### config.mk
export PLATFORM = sky130hd
export DESIGN_NAME = window_scan_ctrl
export DESIGN_NICKNAME = d
export VERILOG_FILES = /design/src/rtl/cnn_pkg.sv /design/src/rtl/tag_delay.sv /design/src/rtl/window_scan_ctrl.sv
export SDC_FILE = /design/constraint.sdc
export NUM_CORES = 1
export LEC_CHECK = 0
export ABC_CLOCK_PERIOD_IN_PS = 3500
export CAP_MARGIN = 10
export CORE_MARGIN = 2
export CORE_UTILIZATION = 30
export DETAILED_ROUTE_END_ITERATION = 16
export GPL_TIMING_DRIVEN = 0
export PLACE_DENSITY_LB_ADDON = 0.15
export RECOVER_POWER = 25
export SLEW_MARGIN = 25
export SYNTH_ARGS = -nofsm -noshare
export SYNTH_HDL_FRONTEND = slang
export SYNTH_SLANG_ARGS = --single-unit
### constraint.sdc
create_clock -name clk -period 3.5 [get_ports clk]
set_input_delay 0.525 -clock clk [delete_from_list [all_inputs] [get_ports clk]]
set_output_delay 0.525 -clock clk [all_outputs]
set_load 0.03 [all_outputs]
### src/rtl/cnn_pkg.sv
// Shared types and constants for the CNN window datapath control.
package cnn_pkg;

  typedef enum logic [1:0] {
    IDLE  = 2'd0,
    FETCH = 2'd1,
    DRAIN = 2'd2,
    DONE  = 2'd3
  } state_t;

  localparam int KERNEL_SIZE = 3;

endpackage

### src/rtl/tag_delay.sv
// Fixed-latency shift register that aligns the {valid,row,col} window tag
// with the window buffer outputs; cleared by synchronous reset.
module tag_delay #(
  parameter int ROW_W = 3,
  parameter int COL_W = 3,
  parameter int LAT   = 1
) (
  input  logic             clk,
  input  logic             rst,
  input  logic             valid_i,
  input  logic [ROW_W-1:0] row_i,
  input  logic [COL_W-1:0] col_i,
  output logic             valid_o,
  output logic [ROW_W-1:0] row_o,
  output logic [COL_W-1:0] col_o
);

  localparam int TW = 1 + ROW_W + COL_W;

  logic [TW-1:0] sr_q [LAT];

  always_ff @(posedge clk) begin
    if (rst) begin
      for (int i = 0; i < LAT; i++) sr_q[i] <= '0;
    end else begin
      sr_q[0] <= {valid_i, row_i, col_i};
      for (int i = 1; i < LAT; i++) sr_q[i] <= sr_q[i-1];
    end
  end

  assign {valid_o, row_o, col_o} = sr_q[LAT-1];

endmodule

### src/rtl/window_scan_ctrl.sv
// Frame scheduler: raster reads from pixel memory into the 3x3 window buffer
// and flags complete windows. Optional stride-2 flagging with WIN_STRIDE2_EN.
// Handshake: a read issues in FETCH only while out_ready is high; its data is
// pushed (pix_en) exactly one cycle later regardless of out_ready.
module window_scan_ctrl
  import cnn_pkg::*;
#(
  parameter int IMG_WIDTH  = 5,
  parameter int IMG_HEIGHT = 5,
  parameter int DATA_W     = 8,
  parameter int ADDR_W     = 16,
  parameter int WB_LAT     = 1
) (
  input  logic                          clk,
  input  logic                          rst,
  input  logic                          start,
  input  logic [ADDR_W-1:0]             base_addr,
  output logic                          busy,
  output logic                          done,
  output logic                          rd_en,
  output logic [ADDR_W-1:0]             rd_addr,
  input  logic [DATA_W-1:0]             rd_data,
  output logic                          pix_en,
  output logic [DATA_W-1:0]             pix_data,
  output logic                          win_valid,
  output logic [$clog2(IMG_HEIGHT)-1:0] win_row,
  output logic [$clog2(IMG_WIDTH)-1:0]  win_col,
  input  logic                          out_ready,
  output state_t                        dbg_state
);

  localparam int NPIX  = IMG_WIDTH * IMG_HEIGHT;
  localparam int IDX_W = $clog2(NPIX);
  localparam int ROW_W = $clog2(IMG_HEIGHT);
  localparam int COL_W = $clog2(IMG_WIDTH);
  localparam int DRN_W = $clog2(WB_LAT + 1) + 1;
  localparam int EDGE  = KERNEL_SIZE - 1;

  state_t             state_q, state_d;
  logic [ADDR_W-1:0]  base_q, base_d;
  logic [IDX_W-1:0]   idx_q, idx_d;
  logic [DRN_W-1:0]   drain_q, drain_d;
  logic               pix_en_q;
  logic [ROW_W-1:0]   r_q, r_d;
  logic [COL_W-1:0]   c_q, c_d;
  logic               frame_start;

  always_ff @(posedge clk) begin
    if (rst) begin
      state_q  <= IDLE;
      base_q   <= '0;
      idx_q    <= '0;
      drain_q  <= '0;
      pix_en_q <= 1'b0;
      r_q      <= '0;
      c_q      <= '0;
    end else begin
      state_q  <= state_d;
      base_q   <= base_d;
      idx_q    <= idx_d;
      drain_q  <= drain_d;
      pix_en_q <= rd_en;
      r_q      <= r_d;
      c_q      <= c_d;
    end
  end

  always_comb begin
    state_d     = state_q;
    base_d      = base_q;
    idx_d       = idx_q;
    drain_d     = drain_q;
    rd_en       = 1'b0;
    done        = 1'b0;
    frame_start = 1'b0;
    case (state_q)
      IDLE: begin
        if (start) begin
          state_d     = FETCH;
          base_d      = base_addr;
          idx_d       = '0;
          frame_start = 1'b1;
        end
      end
      FETCH: begin
        rd_en = out_ready;
        if (out_ready) begin
          if (idx_q == IDX_W'(NPIX - 1)) begin
            state_d = DRAIN;
            drain_d = '0;
          end else begin
            idx_d = idx_q + IDX_W'(1);
          end
        end
      end
      // Hold off done until the last pushed pixel's tag has left the delay line.
      DRAIN: begin
        if (drain_q == DRN_W'(WB_LAT)) state_d = DONE;
        else                           drain_d = drain_q + DRN_W'(1);
      end
      DONE: begin
        done    = 1'b1;
        state_d = IDLE;
      end
      default: state_d = IDLE;
    endcase
  end

  assign busy      = (state_q != IDLE);
  assign rd_addr   = (state_q == FETCH) ? base_q + ADDR_W'(idx_q) : '0;
  assign pix_en    = pix_en_q;
  assign pix_data  = pix_en_q ? rd_data : '0;
  assign dbg_state = state_q;

  // Raster position of the pixel currently being pushed.
  always_comb begin
    r_d = r_q;
    c_d = c_q;
    if (frame_start) begin
      r_d = '0;
      c_d = '0;
    end else if (pix_en_q) begin
      if (c_q == COL_W'(IMG_WIDTH - 1)) begin
        c_d = '0;
        r_d = r_q + ROW_W'(1);
      end else begin
        c_d = c_q + COL_W'(1);
      end
    end
  end

  logic             tag_v;
  logic [ROW_W-1:0] row_off, tag_row;
  logic [COL_W-1:0] col_off, tag_col;

  assign row_off = r_q - ROW_W'(EDGE);
  assign col_off = c_q - COL_W'(EDGE);

  always_comb begin
    tag_v = pix_en_q && (r_q >= ROW_W'(EDGE)) && (c_q >= COL_W'(EDGE));
`ifdef WIN_STRIDE2_EN
    tag_v = tag_v && !row_off[0] && !col_off[0];
`endif
    tag_row = tag_v ? row_off : '0;
    tag_col = tag_v ? col_off : '0;
  end

  tag_delay #(
    .ROW_W (ROW_W),
    .COL_W (COL_W),
    .LAT   (WB_LAT)
  ) u_tag_delay (
    .clk     (clk),
    .rst     (rst),
    .valid_i (tag_v),
    .row_i   (tag_row),
    .col_i   (tag_col),
    .valid_o (win_valid),
    .row_o   (win_row),
    .col_o   (win_col)
  );

endmodule

# Word-level counts from Yosys, hierarchy flattened

Memories as Yosys holds them, arrays and structs flattened.
Cells that the tools add are included.

Latch bits: 0
Input bits: 28
Bits in registers: 32
Logic and storage cells: 69
ROM bits: 0
Output and inout port bits: 37
Bits in writable memories: 7
Memories: 1

Mux-type cells: 27
Shift operators: 0
Bitwise operators: 0
Add/sub/neg operators: 7
Equal/unequal tests: 12
Reductions and logical operators: 13
$mul: 0
Div/mod/pow operators: 0
Magnitude comparators: 2

Memory list:

| memory           | depth | bits a word | read ports | clocked after Yosys merged registers in | write ports | line            | RTL |
|---|---|---|---|---|---|---|---|
| u_tag_delay.sr_q | 1     | 7           | 1          | 0                                       | 1           | tag_delay.sv:20 | `logic [TW-1:0] sr_q [LAT];` |

Operators by type and width:

| kind                                                               | count |
|---|---|
| adder 16 x 5 -> 16 bit                                             | 1 |
| 2-to-1 mux 16 bit                                                  | 1 |
| 2-to-1 mux 5 bit                                                   | 3 |
| 2-to-1 mux 2 bit                                                   | 7 |
| inequality test 2 bit (second input constant)                      | 6 |
| AND reduction 4 bit                                                | 3 |
| one-hot mux 5 bit (2 select lines)                                 | 1 |
| 2-to-1 mux 3 bit                                                   | 3 |
| 2-to-1 mux 1 bit                                                   | 8 |
| 2-to-1 mux 8 bit                                                   | 1 |
| one-hot mux 2 bit (4 select lines)                                 | 1 |
| 2-to-1 mux 7 bit                                                   | 1 |
| OR reduction 7 bit                                                 | 1 |
| adder 3 x 1 -> 3 bit (second input constant)                       | 2 |
| greater-or-equal comparator 3 x 2 -> 1 bit (second input constant) | 2 |
| nonzero test 2 bit                                                 | 3 |
| subtractor 3 x 2 -> 3 bit (second input constant)                  | 2 |
| adder 5 x 1 -> 5 bit (second input constant)                       | 1 |
| == test 5 bit (second input constant)                              | 1 |
| == test 2 x 1 -> 1 bit (second input constant)                     | 2 |
| == test 2 bit (second input constant)                              | 2 |
| one-hot mux 2 bit (2 select lines)                                 | 1 |
| AND reduction 2 bit                                                | 2 |
| == test 3 bit (second input constant)                              | 1 |
| 4 further kinds                                                    | 5 |

# Longest topological paths before layout

Depth in word-level cells: 5
Depth in mapped cells: 8
Mapped depth without buffers: 8

# Modules after synthesis

A second synthesis with hierarchy kept.

Cell total of the unflattened synthesis: 291
Area total of the unflattened synthesis: 2338.5 um^2

By module, submodules not included:

| module           | area each (um^2) | cells an instance | sequential area each (um^2) | instances |
|---|---|---|---|---|
| window_scan_ctrl | 2154.6           | 277               | 640.6                       | 1 |
| tag_delay        | 183.9            | 14                | 140.1                       | 1 |

# Worst setup path before layout

Ideal clock, no wire load.

Path kind: register to output
From: register idx_q[0]
To: output rd_addr[8]
Cell stages (with the launch flop): 9
Arrival: 2148 ps
Path buffers: 0
Data required time: 2975 ps
Setup slack: 827 ps
Cells stage by stage: dfxtp_1 > ha_1 > inv_1 > fa_1 > nand2b_1 > a21oi_1 > o2111ai_1 > xor2_1 > nor2_1

Longest elaborated chain between the ends: 2

RTL lines:

| element                | line                    | RTL |
|---|---|---|
| from (decl)            | window_scan_ctrl.sv:41  | `logic [IDX_W-1:0] idx_q, idx_d;` |
| from (signal assigned) | window_scan_ctrl.sv:60  | `idx_q <= idx_d;` |
| adder 16 x 5 -> 16 bit | window_scan_ctrl.sv:110 | `assign rd_addr = (state_q == FETCH) ? base_q + ADDR_W'(idx_q) : '0;` |
| 2-to-1 mux 16 bit      | window_scan_ctrl.sv:110 |  |
| to (decl)              | window_scan_ctrl.sv:21  | `output logic [ADDR_W-1:0] rd_addr,` |

No other way between the ends.

# Final worst setup path

From: register idx_q[0]
To: output rd_addr[6]

The elaborated chain is that of the path after synthesis.

==> impl_metrics.env <==
export IMPL_synth_distinct_cells=37
export IMPL_critPathArrivalTime_ps=2750
export IMPL_final_cell_mix="clkdlybuf4s50_1, nand2_1, dfxtp_1"
export IMPL_rows=31
export IMPL_grt_max_degree=14
export IMPL_clk_latency_ps=280
export IMPL_maxCapViolCount=0
export IMPL_grt_antenna_before_repair=0
export IMPL_gr_total_overflow=0
export IMPL_wl_per_cell_um=12.1
export IMPL_routed_wl_mm=5.40
export IMPL_final_max_slew_violation_count=0
export IMPL_drc=0
export IMPL_critPathTopFamily="adder cells"
export IMPL_ctsLongestPathBuffers=2
export IMPL_rsz0062_at_grt="no"
export IMPL_numCtsBuffers=5
export IMPL_area_growth_syn_to_layout_pct=40.8
export IMPL_track_usage_pct=13.4
export IMPL_h_tree_depth=2
export IMPL_worstPathRequired_ps=2970
export IMPL_cts_root_buf="clkbuf_8"
export IMPL_worst_setup_path_type="flop to primary output"
export IMPL_syn_inst=274
export IMPL_path_cells="ha_1 -> inv_1 -> fa_1 -> nand2b_1 -> a21oi_2 -> o21ai_0 -> xor2_1 -> nor2_1 -> dlygate4sd2_1"
export IMPL_reg2reg_depth=7
export IMPL_hold_class="flop to flop"
export IMPL_final_common_cell="clkdlybuf4s50_1"
export IMPL_worst_path_max_delay_cell="dlygate4sd2_1"
export IMPL_yosysWarnings=0
export IMPL_layout_drive_gt1_share_pct=3.76
export IMPL_avgSynthCellArea_um2=8.04
export IMPL_die_x_um=89.7
export IMPL_hold_buffers=0
export IMPL_placed_cells=437
export IMPL_cp_slowest_stage_delay_ps=420
export IMPL_fin_crit_sh_pct=93.5
export IMPL_cp_num_buf_inv=2
export IMPL_synth_nets=323
export IMPL_final_cell_count_no_fill=445
export IMPL_cts_sinks=39
export IMPL_start_util_pct=30.7
export IMPL_io_buffers=64
export IMPL_ys_ff_latch=39
export IMPL_power_leakage_nw=1.21
export IMPL_dr_pass1_iters=4
export IMPL_worstHoldPathCells=2
export IMPL_finalSetupTns_ps=0
export IMPL_fin_crit_ps=3270
export IMPL_antenna_left=0
export IMPL_grt_pass1_wl_mm=8.94
export IMPL_gp_congestion=0.851
export IMPL_finalPower_mw=1.63
export IMPL_io_pins=65
export IMPL_tightest_slew_ps=536
export IMPL_postCtsSetupRepairBufs=0
export IMPL_die_area_um2=8050
export IMPL_fp_dieH_um=89.7
export IMPL_fmax_mhz=306
export IMPL_drt_iter0_drc=103
export IMPL_clk_pin_slew_ps=80
export IMPL_setup_viol=0
export IMPL_place_hpwl_mm=4.10
export IMPL_coreArea_um2=7180
export IMPL_vdd_drop_max_v=0.000376
export IMPL_crit_path_max_fanout=6
export IMPL_fin_nets=394
export IMPL_synth_seq_area_share_pct=35.4
export IMPL_syn_area_um2=2200
export IMPL_cp_depth=9
export IMPL_vias_per_cell=4.55
export IMPL_fin_worst_skew_ps=2.95
export IMPL_grt_pass1_vias=1909
export IMPL_outcome="complete, no violations"
export IMPL_antenna_cells=0
export IMPL_finalHoldViolCount=0
export IMPL_end_kind="primary output"
export IMPL_vias=2023
export IMPL_cts_tree="done"
export IMPL_critPathLaunchType="flop"
export IMPL_p_per_area_nw_per_um2=524
export IMPL_relSlewSlack_pct=64.3
-- worst paths after layout --
path / start / end / slack (ps)
worst max-delay path: idx_q[0] / rd_addr[6] / 230
worst min-delay path: base_q[0] / base_q[0] / 470
worst max register to register: dbg_state[1] / idx_q[3] / 1470
worst min register to register: base_q[0] / base_q[0] / 470
-- routing by layer --
metal / wire length, µm / global-route usage, % / up-vias
met5: 0 / 0 / -
met3: 298 / 3.52 / 2
met2: 2470 / 23.2 / 54
met1: 2600 / 16.7 / 906
li1: - / - / 1061
met4: 32 / 3.08 / 0
-- worst reg2reg max path, stage by stage, from the launching register on --
cell	delay (ps)
dfxtp_1	350
inv_1	110
ha_1	310
clkbuf_1	410
nand4b_1	280
nor2_1	170
nor2_1	50
a311oi_1	250
-- synthesized netlist by cell type --
library cell | count | area, µm²
a211oi_1 | 5 | 37.5
a21o_1 | 1 | 7.51
a21oi_1 | 20 | 100
a221oi_1 | 1 | 8.76
a221oi_2 | 1 | 15.0
a311oi_1 | 3 | 26.3
and2_1 | 12 | 75.1
and2_4 | 1 | 8.76
and3_1 | 2 | 12.5
and4_1 | 1 | 8.76
and4_4 | 1 | 11.3
buf_1 | 1 | 3.75
buf_2 | 1 | 5.00
clkbuf_1 | 9 | 33.8
dfxtp_1 | 39 | 781
fa_1 | 1 | 20.0
ha_1 | 20 | 250
inv_1 | 19 | 71.3
mux2i_1 | 2 | 20.0
nand2_1 | 41 | 154
nand2b_1 | 8 | 50.1
nand3_1 | 5 | 25.0
nand3b_1 | 2 | 15.0
nand4b_1 | 4 | 35.0
nor2_1 | 33 | 124
nor2b_1 | 3 | 18.8
nor3_1 | 1 | 5.00
o2111ai_1 | 2 | 17.5
o211ai_1 | 7 | 52.6
o21ai_0 | 5 | 25.0
o21ai_1 | 2 | 10.0
o21ai_2 | 1 | 8.76
o31ai_1 | 2 | 15.0
or3_1 | 2 | 12.5
or4_1 | 1 | 7.51
xnor2_1 | 5 | 43.8
xor2_1 | 10 | 87.6
-- layout make-up --
| cell class | instances | area (µm²) |
|---|---|---|
| buffer | 11 | 41.3 |
| clock buffer | 5 | 68.8 |
| clock inverter | 3 | 67.6 |
| fill | 744 | 4070 |
| inverter | 19 | 71.3 |
| multi-input combinational | 205 | 1310 |
| sequential | 39 | 781 |
| tap | 99 | 124 |
| timing repair buffer | 64 | 637 |
-- flip-flops by register name, indices dropped and copies added, names as in the netlist --
register and flops:
base_q 16, c_q 3, dbg_state 2, drain_q 2, idx_q 5, pix_en 1
r_q 3, u_tag_delay.sr_q 7
-- logic make-up after synthesis --
group	count (synthesis)	share of synthesized area, %
buffers and inverters	30	5.17
muxes	2	0.909
DFF	39	35.4
adders and majority gates	21	12.3
AOI/OAI and AO/OA	50	14.7
and+or+nand+nor	117	25.6
xor gates and xnor gates	15	5.96
-- power breakdown --
part | switching, mW | leakage, nW | internal, mW
logic | 0.389 | 0.833 | 0.246
registers | 0.0494 | 0.317 | 0.494
clock network | 0.163 | 0.0644 | 0.284
total | 0.602 | 1.21 | 1.02
-- stage by stage --
stage          utilization, %  setup WS [ps]  hold slack (ps)  instance area (µm²)
4_1_cts                  43.2            150              474                 3100
3_3_place_gp             41.4            155              454                 2970
3_5_place_dp             41.4            129              462                 2970
5_1_grt                  43.2           30.1              495                 3100
2_1_floorplan               -            827              441                 2200
6_report                 43.2            229              469                 3100
-- timing repair --
action                     CTS  global route
pin swaps                    0             0
gates resized for setup      6             1
setup endpoints to repair    5             1
Note: power is estimated with default switching activity, not from simulation.
